File: config.mk
export PLATFORM = sky130hd
export DESIGN_NAME = raster_stamp_issue
export DESIGN_NICKNAME = d
export VERILOG_FILES = /design/src/rtl/VX_raster_pkg.sv /design/src/rtl/raster_issue_pid_walk.sv /design/src/rtl/raster_stamp_issue.sv
export SDC_FILE = /design/constraint.sdc
export NUM_CORES = 1
export LEC_CHECK = 0
export CAP_MARGIN = 5
export CORE_ASPECT_RATIO = 1.2
export CORE_MARGIN = 2
export CORE_UTILIZATION = 37
export DETAILED_ROUTE_END_ITERATION = 10
export GPL_ROUTABILITY_DRIVEN = 0
export GPL_TIMING_DRIVEN = 0
export HOLD_SLACK_MARGIN = 0.03
export PLACE_DENSITY = 0.78
export SLEW_MARGIN = 20
export SYNTH_ARGS = -nofsm -noshare
export SYNTH_HDL_FRONTEND = slang
export SYNTH_HIERARCHICAL = 1
export SYNTH_SLANG_ARGS = --single-unit
File: constraint.sdc
create_clock -name clk -period 2.5 [get_ports clk]
set_clock_uncertainty 0.15 [all_clocks]
set_input_delay 0.25 -clock clk [delete_from_list [all_inputs] [get_ports clk]]
set_output_delay 0.25 -clock clk [all_outputs]
set_load 0.01 [all_outputs]
File: src/rtl/VX_raster_pkg.sv
// Shared raster types and constants used by the stamp issue path.
package VX_raster_pkg;

    localparam int NUM_THREADS         = 4;
    localparam int NW_WIDTH            = 2;
    localparam int UUID_WIDTH          = 44;
    localparam int RASTER_ISSUE_PERF_W = 32;

    typedef struct packed {
        logic [11:0] pos_x;
        logic [11:0] pos_y;
        logic [7:0]  pid;
    } raster_stamp_t;

    typedef enum logic [1:0] {
        IDLE  = 2'd0,
        ISSUE = 2'd1,
        FLUSH = 2'd2,
        RSP   = 2'd3
    } raster_issue_state_e;

    function automatic logic [RASTER_ISSUE_PERF_W-1:0] count_ones(input logic [NUM_THREADS-1:0] v);
        logic [RASTER_ISSUE_PERF_W-1:0] n;
        n = '0;
        for (int i = 0; i < NUM_THREADS; i++) begin
            n = n + {{(RASTER_ISSUE_PERF_W-1){1'b0}}, v[i]};
        end
        return n;
    endfunction

endpackage

File: src/rtl/raster_issue_pid_walk.sv
// PID walker: steps through the warp thread mask one NUM_LANES-wide slice at a time.
module raster_issue_pid_walk
    import VX_raster_pkg::*;
#(
    parameter int NUM_LANES = 1,
    parameter int PID_WIDTH = 1
) (
    input  logic                   clk,
    input  logic                   reset,
    input  logic                   start,
    input  logic                   advance,
    input  logic [NUM_THREADS-1:0] tmask,
    output logic [PID_WIDTH-1:0]   pid,
    output logic [NUM_LANES-1:0]   slice,
    output logic                   skip,
    output logic                   last_pid
);

    localparam int NUM_PIDS = NUM_THREADS / NUM_LANES;
    localparam logic [PID_WIDTH-1:0] LAST_PID = PID_WIDTH'(NUM_PIDS - 1);

    logic [PID_WIDTH-1:0] pid_r;

    // PID register; holds at the last slice so it never wraps.
    always_ff @(posedge clk) begin
        if (!reset) begin
            pid_r <= '0;
        end else if (start) begin
            pid_r <= '0;
        end else if (advance && (pid_r != LAST_PID)) begin
            pid_r <= pid_r + PID_WIDTH'(1);
        end else begin
            pid_r <= pid_r;
        end
    end

    // Slice extraction and walk-position decode.
    always_comb begin
        pid      = pid_r;
        slice    = tmask[pid_r*NUM_LANES +: NUM_LANES];
        skip     = (slice == '0);
        last_pid = (pid_r == LAST_PID);
    end

endmodule

File: src/rtl/raster_stamp_issue.sv
// Producer side of the per-warp raster CSR write port.
// Optional perf counters are built when RASTER_ISSUE_PERF_EN is defined.
module raster_stamp_issue
    import VX_raster_pkg::*;
#(
    parameter int CORE_ID   = 0,
    parameter int NUM_LANES = 1,
    parameter int PID_WIDTH = ((NUM_THREADS / NUM_LANES) > 1) ? $clog2(NUM_THREADS / NUM_LANES) : 1
) (
    input  logic                           clk,
    input  logic                           reset,
    input  logic                           clear,
    input  logic                           req_valid,
    output logic                           req_ready,
    input  logic [NW_WIDTH-1:0]            req_wid,
    input  logic [NUM_THREADS-1:0]         req_tmask,
    input  logic [UUID_WIDTH-1:0]          req_uuid,
    input  logic                           stamp_valid,
    output logic                           stamp_ready,
    input  raster_stamp_t [NUM_LANES-1:0]  stamp_data,
    input  logic [NUM_LANES-1:0]           stamp_mask,
    input  logic                           stamp_last,
    output logic                           write_enable,
    output logic [UUID_WIDTH-1:0]          write_uuid,
    output logic [NW_WIDTH-1:0]            write_wid,
    output logic [NUM_LANES-1:0]           write_tmask,
    output logic [PID_WIDTH-1:0]           write_pid,
    output raster_stamp_t [NUM_LANES-1:0]  write_data,
    output logic                           rsp_valid,
    input  logic                           rsp_ready,
    output logic [NW_WIDTH-1:0]            rsp_wid,
    output logic [UUID_WIDTH-1:0]          rsp_uuid,
    output logic [NUM_THREADS-1:0]         rsp_tmask,
    output logic                           rsp_done
`ifdef RASTER_ISSUE_PERF_EN
    ,
    output logic [RASTER_ISSUE_PERF_W-1:0] perf_stamps,
    output logic [RASTER_ISSUE_PERF_W-1:0] perf_stalls,
    output logic [RASTER_ISSUE_PERF_W-1:0] perf_idle_warps
`endif
);

    if ((CORE_ID < 0) || ((NUM_THREADS % NUM_LANES) != 0)) begin : g_cfg_err
        $error("raster_stamp_issue: illegal CORE_ID/NUM_LANES configuration");
    end

    raster_issue_state_e state_r, state_s;

    logic [NW_WIDTH-1:0]           wid_r;
    logic [NUM_THREADS-1:0]        tmask_r;
    logic [NUM_THREADS-1:0]        acc_tmask_r;
    logic [UUID_WIDTH-1:0]         uuid_r;
    logic                          exhausted_r;
    logic                          write_enable_r;
    logic [PID_WIDTH-1:0]          write_pid_r;
    logic [NUM_LANES-1:0]          write_tmask_r;
    raster_stamp_t [NUM_LANES-1:0] write_data_r;

    logic [PID_WIDTH-1:0]   pid_s;
    logic [NUM_LANES-1:0]   slice_s;
    logic                   skip_s;
    logic                   last_pid_s;
    logic                   req_fire_s;
    logic                   stamp_fire_s;
    logic                   rsp_fire_s;
    logic                   walk_advance_s;
    logic [NUM_LANES-1:0]   hit_mask_s;
    logic [NUM_THREADS-1:0] hit_thread_s;

    raster_issue_pid_walk #(
        .NUM_LANES (NUM_LANES),
        .PID_WIDTH (PID_WIDTH)
    ) u_pid_walk (
        .clk      (clk),
        .reset    (reset),
        .start    (req_fire_s),
        .advance  (walk_advance_s),
        .tmask    (tmask_r),
        .pid      (pid_s),
        .slice    (slice_s),
        .skip     (skip_s),
        .last_pid (last_pid_s)
    );

    // Handshakes, next state and walk control.
    always_comb begin
        state_s        = state_r;
        walk_advance_s = 1'b0;
        req_ready      = (state_r == IDLE);
        stamp_ready    = (state_r == ISSUE) && !skip_s;
        rsp_valid      = (state_r == RSP);
        req_fire_s     = req_valid && req_ready;
        stamp_fire_s   = stamp_valid && stamp_ready;
        rsp_fire_s     = rsp_valid && rsp_ready;
        hit_mask_s     = slice_s & stamp_mask;
        hit_thread_s   = NUM_THREADS'(hit_mask_s) << (pid_s * NUM_LANES);
        case (state_r)
            IDLE: begin
                if (!req_fire_s) begin
                    state_s = IDLE;
                end else if (exhausted_r || (req_tmask == '0)) begin
                    state_s = FLUSH;
                end else begin
                    state_s = ISSUE;
                end
            end
            ISSUE: begin
                if (skip_s || stamp_fire_s) begin
                    walk_advance_s = 1'b1;
                    if (last_pid_s || (stamp_fire_s && stamp_last)) begin
                        state_s = FLUSH;
                    end else begin
                        state_s = ISSUE;
                    end
                end else begin
                    state_s = ISSUE;
                end
            end
            FLUSH: state_s = RSP;
            RSP: begin
                if (rsp_fire_s) begin
                    state_s = IDLE;
                end else begin
                    state_s = RSP;
                end
            end
            default: state_s = IDLE;
        endcase
    end

    // State register.
    always_ff @(posedge clk) begin
        if (!reset) begin
            state_r <= IDLE;
        end else begin
            state_r <= state_s;
        end
    end

    // Request context and the set of threads that actually got a stamp.
    always_ff @(posedge clk) begin
        if (!reset) begin
            wid_r       <= '0;
            tmask_r     <= '0;
            uuid_r      <= '0;
            acc_tmask_r <= '0;
        end else if (req_fire_s) begin
            wid_r       <= req_wid;
            tmask_r     <= req_tmask;
            uuid_r      <= req_uuid;
            acc_tmask_r <= '0;
        end else if (stamp_fire_s) begin
            acc_tmask_r <= acc_tmask_r | hit_thread_s;
        end else begin
            acc_tmask_r <= acc_tmask_r;
        end
    end

    // Sticky end-of-primitives flag; a coincident clear wins over stamp_last.
    always_ff @(posedge clk) begin
        if (!reset) begin
            exhausted_r <= 1'b0;
        end else if (clear) begin
            exhausted_r <= 1'b0;
        end else if (stamp_fire_s && stamp_last) begin
            exhausted_r <= 1'b1;
        end else begin
            exhausted_r <= exhausted_r;
        end
    end

    // CSR write beat, one cycle after each consumed stamp.
    always_ff @(posedge clk) begin
        if (!reset) begin
            write_enable_r <= 1'b0;
            write_pid_r    <= '0;
            write_tmask_r  <= '0;
            write_data_r   <= '0;
        end else begin
            write_enable_r <= stamp_fire_s;
            if (stamp_fire_s) begin
                write_pid_r   <= pid_s;
                write_tmask_r <= hit_mask_s;
                write_data_r  <= stamp_data;
            end
        end
    end

    assign write_enable = write_enable_r;
    assign write_uuid   = uuid_r;
    assign write_wid    = wid_r;
    assign write_tmask  = write_tmask_r;
    assign write_pid    = write_pid_r;
    assign write_data   = write_data_r;
    assign rsp_wid      = wid_r;
    assign rsp_uuid     = uuid_r;
    assign rsp_tmask    = acc_tmask_r;
    assign rsp_done     = exhausted_r;

`ifdef RASTER_ISSUE_PERF_EN
    logic [RASTER_ISSUE_PERF_W-1:0] perf_stamps_r;
    logic [RASTER_ISSUE_PERF_W-1:0] perf_stalls_r;
    logic [RASTER_ISSUE_PERF_W-1:0] perf_idle_warps_r;

    // Free-running counters, wrapping modulo 2^32.
    always_ff @(posedge clk) begin
        if (!reset) begin
            perf_stamps_r     <= '0;
            perf_stalls_r     <= '0;
            perf_idle_warps_r <= '0;
        end else begin
            if (write_enable_r) begin
                perf_stamps_r <= perf_stamps_r + count_ones(NUM_THREADS'(write_tmask_r));
            end
            if ((state_r == ISSUE) && !skip_s && !stamp_valid) begin
                perf_stalls_r <= perf_stalls_r + 32'd1;
            end
            if (rsp_fire_s && (acc_tmask_r == '0)) begin
                perf_idle_warps_r <= perf_idle_warps_r + 32'd1;
            end
        end
    end

    assign perf_stamps     = perf_stamps_r;
    assign perf_stalls     = perf_stalls_r;
    assign perf_idle_warps = perf_idle_warps_r;
`endif

endmodule

==> flow_metrics.py <==
metrics = {
    "outcome": {
        "status": "completed",
    },
    "grt": {
        "antenna_found_initial": 0,
        "grt_pass1_vias": 3789,
        "grt_pass1_wl_mm": 18.00,
        "overflow": 0,
        "grt_usage": 0.2126,
        "grt_max_degree": 15,
    },
    "pwr": {
        "p_comb_frac": 0.204,
        "irDropWorstVdd_uv": 391.9,
        "p_int_mw": 2.764,
        "seqPwrFrac": 0.448,
        "p_sw_mw": 0.9085,
        "swShare": 0.2474,
        "pwr-share-clk": 0.348,
        "leakage_nw": 2.390,
        "powerDensity_nw_per_um2": 572.1,
    },
    "timing": {
        "final-setup-viol-count": 0,
        "finalMaxSlewViolations": 0,
        "fin_ws_ns": 0.1587,
        "finalCriticalPeriod_ns": 2.341,
        "fmax_mhz": 427.1,
        "min_period_over_period": 0.9365,
        "rsz0062_at_grt": "no",
        "setup_tns_ns": 0,
        "finalHoldViolations": 0,
        "worst_slew_pin_slew_ns": 0.4960,
        "relSlewSlack": 0.6693,
        "worst_hold_slack_ns": 0.3031,
    },
    "route": {
        "drtIter0Drc": 132,
        "post-route-drc-count": 0,
        "ant_nets": 0,
        "wirelength_mm": 11.72,
        "avgRoutedWirePerCell_um": 13.99,
        "viasPerCell": 4.634,
        "dr.pass1.iters": 4,
        "num_vias": 3883,
    },
    "critical_path": {
        "worstSetupPathType": "reg -> out",
        "crit_required_ns": 2.10,
        "critPathLaunchType": "flip-flop",
        "endpoint_kind": "output pin",
        "r2r_setup_slack_ns": 0.24,
        "arrival_ns": 1.94,
        "worst-path-max-fanout": 7,
    },
    "cells_and_area": {
        "drive_gt1_frac": 0.1039,
        "nNetsFinal": 798,
        "final_cells": 838,
        "area_growth_syn_to_layout_pct": 72.12,
        "fill_cells": 854,
        "antenna_cells": 0,
    },
    "synthesis": {
        "synth_cells": 471,
        "yosys-top-cells-count": "174 x nand2_1, 95 x dfxtp_1, 86 x a21oi_1",
        "yosysWarnings": 6,
        "synth_most_common_cell": "nand2_1",
        "syn_area_um2": 3730,
        "synth_edf_count": 0,
        "synth_cell_types": 28,
        "synth.avg_cell_area_um2": 7.919,
        "synth_top_area_share": 0.5099,
        "syn_nets": 562,
        "yosysTopAreaCell": "dfxtp_1",
        "synthFlopType": "dfxtp_1",
        "synth_seq_cells": 95,
        "netlist_top_cells_area": "dfxtp_1 51%, nand2_1 18%, a21oi_1 12%",
        "yosysSeqAreaShare": 0.5099,
        "async_reset_ff_frac": 0,
    },
    "cts": {
        "clk_latency_ns": 0.33,
        "clockBufferDepth": 2,
        "cts_tree": "yes",
        "cts-root-buf": "clkbuf_16",
        "holdBufCountCts": 0,
        "cts_buffers": 9,
        "path_clk_slew_ns": 0.07,
        "clock-sinks": 95,
        "cts.htree.levels": 3,
    },
    "placed_design": {
        "hpwlAfterDp_mm": 9.128,
        "place_inst": 822,
        "port_buffers": 225,
        "preCtsSetupSlack_ns": 0.1006,
    },
    "floorplan": {
        "row_count": 40,
        "initial_core_util": 0.3764,
        "die_h_um": 114.0,
        "die-area_um2": 10900,
        "die_x_um": 95.66,
        "num_io_pins": 226,
        "core_um2": 9910,
    },
    "min_path": {
        "min_path_type": "reg -> reg",
    },
    "job": {
        "maxCapViolCount": 0,
    },
}
==> metrics by stage <==
stage,area [um^2],total power [mW],util
5_1_grt,6420,3.853,0.6479
2_1_floorplan,3730,1.989,-
3_5_place_dp,6140,2.436,0.6196
6_report,6420,3.673,0.6479
3_3_place_gp,6140,2.415,0.6196
4_1_cts,6417,3.717,0.6476
==> layout by cell type (no fill, tap or decap), types with 2 or more instances in the layout <==
cell	synthesis	layout
a21oi_1	86	86
a41oi_1	4	4
and2_1	2	2
buf_2	7	7
buf_4	46	46
clkbuf_1	21	22
clkbuf_16	0	9
clkbuf_8	0	2
clkdlybuf4s50_1	0	225
clkinv_2	0	2
dfxtp_1	95	94
inv_1	2	2
inv_2	2	2
nand2_1	174	174
nand2b_1	2	2
nor2_1	11	11
nor2b_1	3	3
or3_1	2	2
==> worst max-delay path: stages (launching register included) <==
cell,delay (ns)
dfxtp_2,0.41
mux4_2,0.54
inv_2,0.11
nor2_1,0.06
clkdlybuf4s50_1,0.49
==> flip-flops by register name, indices dropped and copies added (netlist names) <==
signal,flops
rsp_uuid,44
write_data,32
rsp_tmask,4
tmask_r,4
rsp_wid,2
state_r,2
u_pid_walk/pid,2
write_pid,2
rsp_done,1
write_enable,1
write_tmask,1
==> final timing paths <==
check | depth (start not counted) | end | from
worst min-delay path | 2 | write_data[5] | write_data[5]
worst max-delay path | 4 | stamp_ready | u_pid_walk/pid[0]
worst min register to register | 2 | write_data[5] | write_data[5]
worst max register to register | 7 | write_data[12] | u_pid_walk/pid[0]
==> power by group through the flow <==
stage          clock (mW)  sequential, mW  combinational (mW)
3_3_place_gp            0            1.68               0.740
4_1_cts              1.31            1.65               0.759
5_1_grt              1.38            1.66               0.812
2_1_floorplan           0            1.70               0.292
3_5_place_dp            0            1.68               0.755
6_report             1.28            1.65               0.749
==> layout make-up <==
cell class	instances	area [um^2]	area share
Timing Repair Buffer	225	2252	0.3508
Sequential cell	95	1903	0.2964
Multi-Input combinational cell	297	1350	0.2103
Buffer	74	460.4	0.07172
Clock buffer	13	260.3	0.04054
Tap cell	126	157.7	0.02456
Inverter	5	18.77	0.002923
Clock inverter	3	17.52	0.002729
==> routing by layer <==
layer	wire, um	global-route usage	vias to the layer above
met1	4400	0.2269	1787
met3	1062	0.06803	9
met4	162	0.06286	0
met2	6095	0.3921	147
li1	-	-	1940
met5	0	0	-
==> timing repair <==
item,CTS,global route
setup buffers,0,0
resized for setup,0,3
setup endpoints to repair,0,31
==> kinds of logic (layout without fill, tap and decap cells) <==
group	after synthesis	in the layout	share of synthesized area
muxes	2	2	0.008722
DFF	95	95	0.5099
buffers and inverters	79	320	0.1281
xor gates and xnor gates	1	1	0.002349
adders and majority gates	1	1	0.003354
and+or+nand+nor	199	199	0.2130
AOI/OAI and AO/OA	94	94	0.1345
Power figures use the tool's default switching activity.
